`src/rtl/sun_tracker_sched_if.sv`:
```
// sun_tracker_sched_if: sensor-sample and servo-command bundle of the solar tracker sequencer
//   master: drives en_i, smp_valid_i, ldr_{l,r,t,b}_i; observes commands and status
//   slave : the tracker; drives {frame,panel}_btn_{0,1}_o, axis_o, busy_o, fault_o
interface sun_tracker_sched_if #(parameter int DW = 10);
    logic          en_i;
    logic          smp_valid_i;
    logic [DW-1:0] ldr_l_i, ldr_r_i, ldr_t_i, ldr_b_i;
    logic          frame_btn_0_o, frame_btn_1_o, panel_btn_0_o, panel_btn_1_o;
    logic          axis_o, busy_o, fault_o;
    modport master (
        output en_i, smp_valid_i, ldr_l_i, ldr_r_i, ldr_t_i, ldr_b_i,
        input  frame_btn_0_o, frame_btn_1_o, panel_btn_0_o, panel_btn_1_o, axis_o, busy_o, fault_o
    );
    modport slave (
        input  en_i, smp_valid_i, ldr_l_i, ldr_r_i, ldr_t_i, ldr_b_i,
        output frame_btn_0_o, frame_btn_1_o, panel_btn_0_o, panel_btn_1_o, axis_o, busy_o, fault_o
    );
endinterface

```
`src/rtl/sun_tracker_sched.sv`:
```
// sun_tracker_sched: time-sliced two-axis solar tracker sequencer driving two servo_driver direction pairs
//   clk_i  : system clock
//   rst_ni : synchronous active-low reset
//   bus    : sun_tracker_sched_if.slave (enable, sample strobe, four LDR readings, BTN commands, status)
//   Optional: define TRACKER_TIMEOUT_EN to build the per-axis move limit and the sticky fault flag.
module sun_tracker_sched #(
    parameter int DW         = 10,
    parameter int HYST       = 8,
    parameter int MOVE_CYC   = 50000,
    parameter int SETTLE_CYC = 100000,
    parameter int MAX_MOVES  = 64
) (
    input  logic               clk_i,
    input  logic               rst_ni,
    sun_tracker_sched_if.slave bus
);
    localparam int CMAX = MOVE_CYC > SETTLE_CYC ? MOVE_CYC : SETTLE_CYC;
    localparam int CW   = CMAX > 1 ? $clog2(CMAX) : 1;
    typedef enum logic [2:0] {IDLE, WAIT_SMP, EVAL, DECIDE, MOVE, SETTLE, NEXT} state_t;
    state_t        state_q;
    logic [DW-1:0] a_q, b_q;
    logic          pos_q, neg_q;
    logic [CW-1:0] cnt_q;
    logic [3:0]    btn_q;
    logic          axis_q, busy_q;
    logic signed [DW:0] d_d;
    logic          pos_d, neg_d, timeout_d;
    assign d_d   = $signed({1'b0, a_q}) - $signed({1'b0, b_q});
    assign pos_d = int'(d_d) > HYST;
    assign neg_d = int'(d_d) < -HYST;
`ifdef TRACKER_TIMEOUT_EN
    localparam int MW = $clog2(MAX_MOVES + 1);
    logic [MW-1:0] mv_q;
    logic          fault_q;
    assign timeout_d   = mv_q == MW'(MAX_MOVES);
    assign bus.fault_o = fault_q;
`else
    assign timeout_d   = 1'b0;
    assign bus.fault_o = 1'b0;
`endif
    // btn_q bit order: {panel_1, panel_0, frame_1, frame_0}
    assign bus.frame_btn_0_o = btn_q[0];
    assign bus.frame_btn_1_o = btn_q[1];
    assign bus.panel_btn_0_o = btn_q[2];
    assign bus.panel_btn_1_o = btn_q[3];
    assign bus.axis_o        = axis_q;
    assign bus.busy_o        = busy_q;
    always_ff @(posedge clk_i) begin
        if (!rst_ni) begin
            state_q <= IDLE;
            a_q     <= '0;
            b_q     <= '0;
            pos_q   <= 1'b0;
            neg_q   <= 1'b0;
            cnt_q   <= '0;
            btn_q   <= '0;
            axis_q  <= 1'b0;
            busy_q  <= 1'b0;
`ifdef TRACKER_TIMEOUT_EN
            mv_q    <= '0;
            fault_q <= 1'b0;
`endif
        end else if (!bus.en_i) begin
            // Dropping enable aborts anything in flight, including a round-end NEXT; fault is kept.
            state_q <= IDLE;
            cnt_q   <= '0;
            btn_q   <= '0;
            axis_q  <= 1'b0;
            busy_q  <= 1'b0;
`ifdef TRACKER_TIMEOUT_EN
            mv_q    <= '0;
`endif
        end else begin
            busy_q <= 1'b1;
            case (state_q)
                IDLE: state_q <= WAIT_SMP;
                WAIT_SMP: if (bus.smp_valid_i) begin
                    a_q     <= axis_q ? bus.ldr_t_i : bus.ldr_l_i;
                    b_q     <= axis_q ? bus.ldr_b_i : bus.ldr_r_i;
                    state_q <= EVAL;
                end
                // Comparison is registered so the decision and the BTN edge land two edges after the strobe.
                EVAL: begin
                    pos_q   <= pos_d;
                    neg_q   <= neg_d;
                    state_q <= DECIDE;
                end
                DECIDE: if (!(pos_q || neg_q) || timeout_d) begin
`ifdef TRACKER_TIMEOUT_EN
                    if (pos_q || neg_q) fault_q <= 1'b1;
`endif
                    state_q <= NEXT;
                end else begin
`ifdef TRACKER_TIMEOUT_EN
                    mv_q    <= mv_q + 1'b1;
`endif
                    btn_q   <= 4'b0001 << {axis_q, neg_q};
                    cnt_q   <= '0;
                    state_q <= MOVE;
                end
                MOVE: if (cnt_q == CW'(MOVE_CYC - 1)) begin
                    btn_q   <= '0;
                    cnt_q   <= '0;
                    state_q <= SETTLE;
                end else cnt_q <= cnt_q + 1'b1;
                SETTLE: if (cnt_q == CW'(SETTLE_CYC - 1)) begin
                    cnt_q   <= '0;
                    state_q <= WAIT_SMP;
                end else cnt_q <= cnt_q + 1'b1;
                NEXT: begin
                    axis_q  <= !axis_q;
`ifdef TRACKER_TIMEOUT_EN
                    mv_q    <= '0;
`endif
                    state_q <= WAIT_SMP;
                end
                default: state_q <= IDLE;
            endcase
        end
    end
endmodule
```
`src/flat_wrapper.sv`:
```
// flat-port wrapper written by rule: the top's interface ports become plain ports
module sun_tracker_sched_flat 
#(
    parameter int DW         = 10,
    parameter int HYST       = 8,
    parameter int MOVE_CYC   = 50000,
    parameter int SETTLE_CYC = 100000,
    parameter int MAX_MOVES  = 64
)
  (clk_i, rst_ni, bus_en_i, bus_smp_valid_i, bus_ldr_l_i, bus_ldr_r_i, bus_ldr_t_i, bus_ldr_b_i, bus_frame_btn_0_o, bus_frame_btn_1_o, bus_panel_btn_0_o, bus_panel_btn_1_o, bus_axis_o, bus_busy_o, bus_fault_o);
  sun_tracker_sched_if #(.DW(DW)) bus_i ();
  input  logic clk_i;
  input  logic rst_ni;
  input wire logic [$bits(bus_i.en_i)-1:0] bus_en_i;
  input wire logic [$bits(bus_i.smp_valid_i)-1:0] bus_smp_valid_i;
  input wire logic [$bits(bus_i.ldr_l_i)-1:0] bus_ldr_l_i;
  input wire logic [$bits(bus_i.ldr_r_i)-1:0] bus_ldr_r_i;
  input wire logic [$bits(bus_i.ldr_t_i)-1:0] bus_ldr_t_i;
  input wire logic [$bits(bus_i.ldr_b_i)-1:0] bus_ldr_b_i;
  output wire logic [$bits(bus_i.frame_btn_0_o)-1:0] bus_frame_btn_0_o;
  output wire logic [$bits(bus_i.frame_btn_1_o)-1:0] bus_frame_btn_1_o;
  output wire logic [$bits(bus_i.panel_btn_0_o)-1:0] bus_panel_btn_0_o;
  output wire logic [$bits(bus_i.panel_btn_1_o)-1:0] bus_panel_btn_1_o;
  output wire logic [$bits(bus_i.axis_o)-1:0] bus_axis_o;
  output wire logic [$bits(bus_i.busy_o)-1:0] bus_busy_o;
  output wire logic [$bits(bus_i.fault_o)-1:0] bus_fault_o;
  assign bus_i.en_i = bus_en_i;
  assign bus_i.smp_valid_i = bus_smp_valid_i;
  assign bus_i.ldr_l_i = bus_ldr_l_i;
  assign bus_i.ldr_r_i = bus_ldr_r_i;
  assign bus_i.ldr_t_i = bus_ldr_t_i;
  assign bus_i.ldr_b_i = bus_ldr_b_i;
  assign bus_frame_btn_0_o = bus_i.frame_btn_0_o;
  assign bus_frame_btn_1_o = bus_i.frame_btn_1_o;
  assign bus_panel_btn_0_o = bus_i.panel_btn_0_o;
  assign bus_panel_btn_1_o = bus_i.panel_btn_1_o;
  assign bus_axis_o = bus_i.axis_o;
  assign bus_busy_o = bus_i.busy_o;
  assign bus_fault_o = bus_i.fault_o;
  sun_tracker_sched #(.DW(DW), .HYST(HYST), .MOVE_CYC(MOVE_CYC), .SETTLE_CYC(SETTLE_CYC), .MAX_MOVES(MAX_MOVES)) u_core (.clk_i(clk_i), .rst_ni(rst_ni), .bus(bus_i));
endmodule
```
`config.mk`:
```
export PLATFORM = sky130hd
export DESIGN_NAME = sun_tracker_sched_flat
export DESIGN_NICKNAME = d
export VERILOG_FILES = /design/src/rtl/sun_tracker_sched_if.sv /design/src/rtl/sun_tracker_sched.sv /design/src/flat_wrapper.sv
export SDC_FILE = /design/constraint.sdc
export NUM_CORES = 1
export LEC_CHECK = 0
export CAP_MARGIN = 0
export CORE_ASPECT_RATIO = 1.75
export CORE_UTILIZATION = 56
export CTS_CLUSTER_SIZE = 8
export DETAILED_ROUTE_END_ITERATION = 6
export PLACE_DENSITY = 0.85
export SLEW_MARGIN = 25
export SYNTH_ARGS = -nofsm -noshare
export SYNTH_HDL_FRONTEND = slang
export SYNTH_SLANG_ARGS = --single-unit
```
`constraint.sdc`:
```
create_clock -name clk_i -period 3.85 [get_ports clk_i]
set_input_delay 0.385 -clock clk_i [delete_from_list [all_inputs] [get_ports clk_i]]
set_output_delay 0.385 -clock clk_i [all_outputs]
set_load 0.01 [all_outputs]
```
# After elaboration in Yosys (flattened, before gate mapping)
# Cells that the tools add are included.
dict set report totals {
  register_bits 48
  in_bits 44
  output_inout_bits 7
  wordCells 53
}
dict set report classes {
  n_reduce_logical 12
  shift 1
  n_lt_le_gt_ge 2
  mux 15
  n_eq_ne 12
  add_sub_neg 2
}
# operator count
set op_table {}
lappend op_table {{$mux 17} 3}
lappend op_table {{$pmux 17 s3} 1}
lappend op_table {{$mux 10} 2}
lappend op_table {{$pmux 3 s6} 1}
lappend op_table {{$add 17x1->17 const B} 1}
lappend op_table {{$eq 17x16->1 const B} 1}
lappend op_table {{$eq 17x17->1 const B} 1}
lappend op_table {{$gt 11x5->1 const B} 1}
lappend op_table {{$lt 11x4->1 const B} 1}
lappend op_table {{$sub 10x10->11} 1}
lappend op_table {{$eq 3x3->1 const B} 3}
lappend op_table {{$mux 3} 3}
lappend op_table {{$reduce_and 3->1} 3}
lappend op_table {{$mux 4} 2}
lappend op_table {{$pmux 4 s2} 1}
lappend op_table {{$eq 3x2->1 const B} 2}
lappend op_table {{$ne 2x1->1 const B} 3}
lappend op_table {{$reduce_and 2->1} 3}
lappend op_table {{$shl 1x2->4 const A} 1}
lappend op_table {{$eq 3x1->1 const B} 1}
lappend op_table {{$logic_not 3->1} 1}
lappend op_table {{$reduce_bool 3->1} 1}
lappend op_table {{$mux 2} 1}
lappend op_table {{$ne 2x2->1 const B} 1}
lappend op_table {{5 further kinds} 5}

# Depth between registers and ports, before layout
dict set report depth {
  depth_word 3
  depth_mapped 10
  depth_no_buf 10
}

# Worst setup path after synthesis
# Ideal clock, no wire load.
dict set report synth_timing {
  path_kind {register to register}
  from {register u_core.a_q[0]}
  to {register u_core.pos_q}
  slack_ns 1.489
  n_path_buf 0
  stages_incl_launch_ff 10
  period_less_slack_ns 2.361
  setup_ns 0.125
  arrival_time_ns 2.235
  required_time_ns 3.725
  cell_sequence {dfxtp_1 -> inv_1 -> ha_1 -> inv_1 -> fa_1 -> a211oi_2 -> o31ai_1 -> xor2_1 -> or4b_1 -> o41a_1}
}
dict set report synth_between {
  elab_chain_len 2
}
# element line
set synth_lines {}
lappend synth_lines {{from (decl)} sun_tracker_sched.sv:21} ;# logic [DW-1:0] a_q, b_q;
lappend synth_lines {{from (signal assigned)} sun_tracker_sched.sv:78} ;# a_q <= axis_q ? bus.ldr_t_i : bus.ldr_l_i;
lappend synth_lines {{$sub 10x10->11} sun_tracker_sched.sv:28} ;# assign d_d = $signed({1'b0, a_q}) - $signed({1'b0, b_q});
lappend synth_lines {{$gt 11x5->1} sun_tracker_sched.sv:29} ;# assign pos_d = int'(d_d) > HYST;
lappend synth_lines {{to (signal assigned)} sun_tracker_sched.sv:84} ;# pos_q <= pos_d;
lappend synth_lines {{to (decl)} sun_tracker_sched.sv:22} ;# logic pos_q, neg_q;
# Every way passes these cells.
# A chain may end at the register's enable or synchronous reset.

# Final worst setup path
# Same ends and word-level chain as after synthesis.

==> summary.md <==
| Metric | Value |
|---|---|
| Placed Cells | just over 400 |
| Die Area | around 5200 sq um |
| Wire per inst | about 15 microns |
| Residual DRC count | 0 |
| Placed inst area | between 3000 and 4000 sq um |
| GP Congestion | a little over 0.8 |
| Total negative slack | 0 ps |
| Arrival @ worst endpoint | 2740 ps |
| Setup WS pre-CTS | ~1300 ps |
| Syn Area/Cell | a little under 9 sq um |
| Max Cap Viol | 0 |
| Clock Latency Late Sink | around 300 ps |
| Layout Nets | 419 |
| Fmax achieved | 392 MHz |
| 1st-iter DRT viols | between 70 and 80 |
| Crit path max fanout | 3 |
| Share of cells above drive strength 1 | under 10% |
| Die H | ~95 microns |
| Worst path most repeated cell | inv_1 |
| Initial antenna violation count | 0 |
| Total gr overflow | 0 |
| Buf/Inv on CP | 2 |
| Most frequent cells in the layout | clkdlybuf4s50_1, dfxtp_1, nand2_1 |
| Clock skew | ~5.3 ps |
| Layout area overhead | 23.5% |
| Pwr per Cell Area | about 320 nW/um^2 |
| Number of cell rows | 33 |
| Post-DP HPWL | about 4.6 mm |
| I/O Buffers | between 40 and 50 |
| Critical register-to-register path startpoint | u_core.a_q[0] |
| Share of synthesized registers carrying an async set or reset | 0% |
| Routed vias | around 2,400 |
| Worst-Margin Slew | ~770 ps |
| Pre-antenna DRT Iters | 7 |
| RR Endpoint | u_core.pos_q |
| Via density | roughly 5.9 |
| Combined area of all synthesized cells | about 2700 sq um |
| Register clock-pin slew on the reported worst setup and hold paths | roughly 90 ps |
| Commonest register cell after synthesis | dfxtp_1 |
| Unrepaired setup endpoints after global routing | false |
| Worst EP required | just over 4000 ps |
| FF-to-FF path depth | 9 |
| Worst R2R Setup Slack | 1300 ps |
| Netlist cell types | approximately 50 |
| Yosys reg bits | 48 |
| Max VDD drop | between 200 and 300 uV |
| Final Hold Vio Count | 0 |
| Period utilization | between 60% and 70% |
| Hold Startpoint | u_core.btn_q[2] |
| Relative slew slack | 48.2% |
| WL final | between 6 and 7 mm |
| Crit Path Category | flip-flop to flip-flop |
| Post CTS Setup Buffer Count | 0 |
| IO Pins | around 50 |
| Pin count of the biggest net entering global routing | 41 |
| Vias in the first global route | about 2,300 |
| Startpoint types | flip-flop |
| H-tree depth | 2 |
| Synth warn | 0 |
| CTS Buf Count | 5 |
| Clk sinks | 48 |
| Worst min-delay path endpoint | u_core.btn_q[2] |
| Initial Util | ~60% |
| Minimum clock period | approximately 2600 ps |
| Syn nets | 374 |
| Worst Hold Depth | 2 |
| Post-DRT Antenna Nets | 0 |
| Static Leak | between 1 and 1.5 nW |
| Result of the run | finished, final reports clean |
| Worst Setup End Kind | flip-flop |
| Synth Instances | ~320 |
| Area of the core | between 4000 and 5000 sq um |
| Global-route wire length before repair | around 9.6 mm |
| Layout Utilization | about 72% |
| Setup WS post-layout | roughly 1300 ps |
| Final Max Tran Viols | 0 |
| Post-Layout Cell Count | around 420 |
| Final setup vio count | 0 |
| CP peak stage delay | 540 ps |
| Worst min path class | flip-flop to flip-flop |
| CTS root buffer | clkbuf_8 |
| Worst path top cell family by delay | compound AO/OA/AOI/OAI gates |
| Finished Cell Area | roughly 3400 sq um |
| Commonest non-fill, non-tap cell in the layout | clkdlybuf4s50_1 |
| Fillers | between 300 and 400 |
| Cts repair resizes | 0 |
| Seq/Total Area, Yosys | 35.0% |
| Diode count | 0 |
| Worst hold slack | ~450 ps |
| Overall Global Routing Usage | approximately a quarter |
| Power Total | between 1 and 1.5 mW |
| CP max stage cell | or4b_1 |
| Hold-fix buffers at CTS | 0 |
| Post-synth EDFFs | 0 |
| Die W | ~55 microns |
| Worst-path cell chain | inv_1 > ha_1 > inv_1 > fa_1 > a211oi_2 > o31ai_1 > xor2_1 > or4b_1 > o41a_1 |
| Clk buf depth | 2 |
| CTS tree | done |
## logic make-up (layout without fill, tap and decap cells)
logic type	count (synthesis)	count (layout)	share of synthesized area, %
xor gates and xnor gates	21	21	6.69
muxes	21	21	7.65
AOI/OAI and AO/OA	67	67	18.5
buffers and inverters	30	75	4.37
DFF	48	48	35.0
other	1	1	0.136
and+or+nand+nor	118	118	21.9
adders and majority gates	12	12	5.74
## synthesized netlist by cell type (all sizes together), types with 3 or more instances
master | instances | area, sq um
a21o | 3 | 22.5
a21oi | 14 | 70.1
a31oi | 5 | 31.3
and2 | 3 | 18.8
buf | 4 | 22.5
clkbuf | 10 | 37.5
dfxtp | 48 | 961
ha | 11 | 138
inv | 15 | 56.3
mux2i | 21 | 210
nand2 | 42 | 158
nand2b | 4 | 25.0
nand3 | 7 | 35.0
nand3b | 6 | 45.0
nor2 | 25 | 93.8
nor2b | 6 | 37.5
nor3 | 5 | 25.0
o211a | 20 | 200
o21ai | 9 | 48.8
xnor2 | 11 | 96.3
xor2 | 10 | 87.6
## cell type report
| type | count | area, sq um | area share, % |
|---|---|---|---|
| multi-input cells | 240 | 1670 | 49.1 |
| flip-flops and latches | 48 | 961 | 28.3 |
| repair buffers | 52 | 513 | 15.1 |
| clock buffers | 5 | 68.8 | 2.03 |
| well taps | 52 | 65.1 | 1.92 |
| clock inverters | 2 | 60.1 | 1.77 |
| inverters | 16 | 60.1 | 1.77 |
## worst reg2reg max path, delay by kind of cell, from the launching register on
family                   cells  cell delay (ps)
AND/OR/NAND/NOR              1              540
adder cells (fa/ha/maj)      2              560
flip-flops                   1              330
AO/OA/AOI/OAI                3              740
XOR/XNOR                     1              170
buffers and inverters        2              110
## worst max path at each step
| stage | start | to | slack (ps) | depth (start not counted) |
|---|---|---|---|---|
| after CTS | u_core.a_q[0] | u_core.pos_q | 1300 | 9 |
| after global placement | u_core.cnt_q[0] | u_core.cnt_q[8] | 1340 | 7 |
| final | u_core.a_q[0] | u_core.pos_q | 1300 | 9 |
| after detailed placement | u_core.a_q[0] | u_core.pos_q | 1340 | 9 |
| after floorplan | u_core.a_q[0] | u_core.pos_q | 1490 | 9 |
| after global routing | u_core.a_q[0] | u_core.pos_q | 1180 | 9 |
## sequential cells by signal, indices dropped and copies added, names as in the netlist
register,cells
u_core.a_q,10
u_core.b_q,10
u_core.btn_q,4
u_core.bus.axis_o,1
u_core.bus.busy_o,1
u_core.cnt_q,17
u_core.neg_q,1
u_core.pos_q,1
u_core.state_q,3
## power by group
group	total (mW)	switching, mW	internal, mW
logic	0.171	0.0748	0.0959
clock network	0.419	0.163	0.256
registers	0.512	0.00733	0.505
total	1.10	0.245	0.856
## per-layer routing
layer / wire length (microns) / global-route usage [%]
met1: 2210 / 22.7
met2: 3610 / 51.4
met3: 134 / 4.03
met4: 127 / 10.8
met5: 0 / 0
Note: power is estimated with default switching activity, not from simulation.
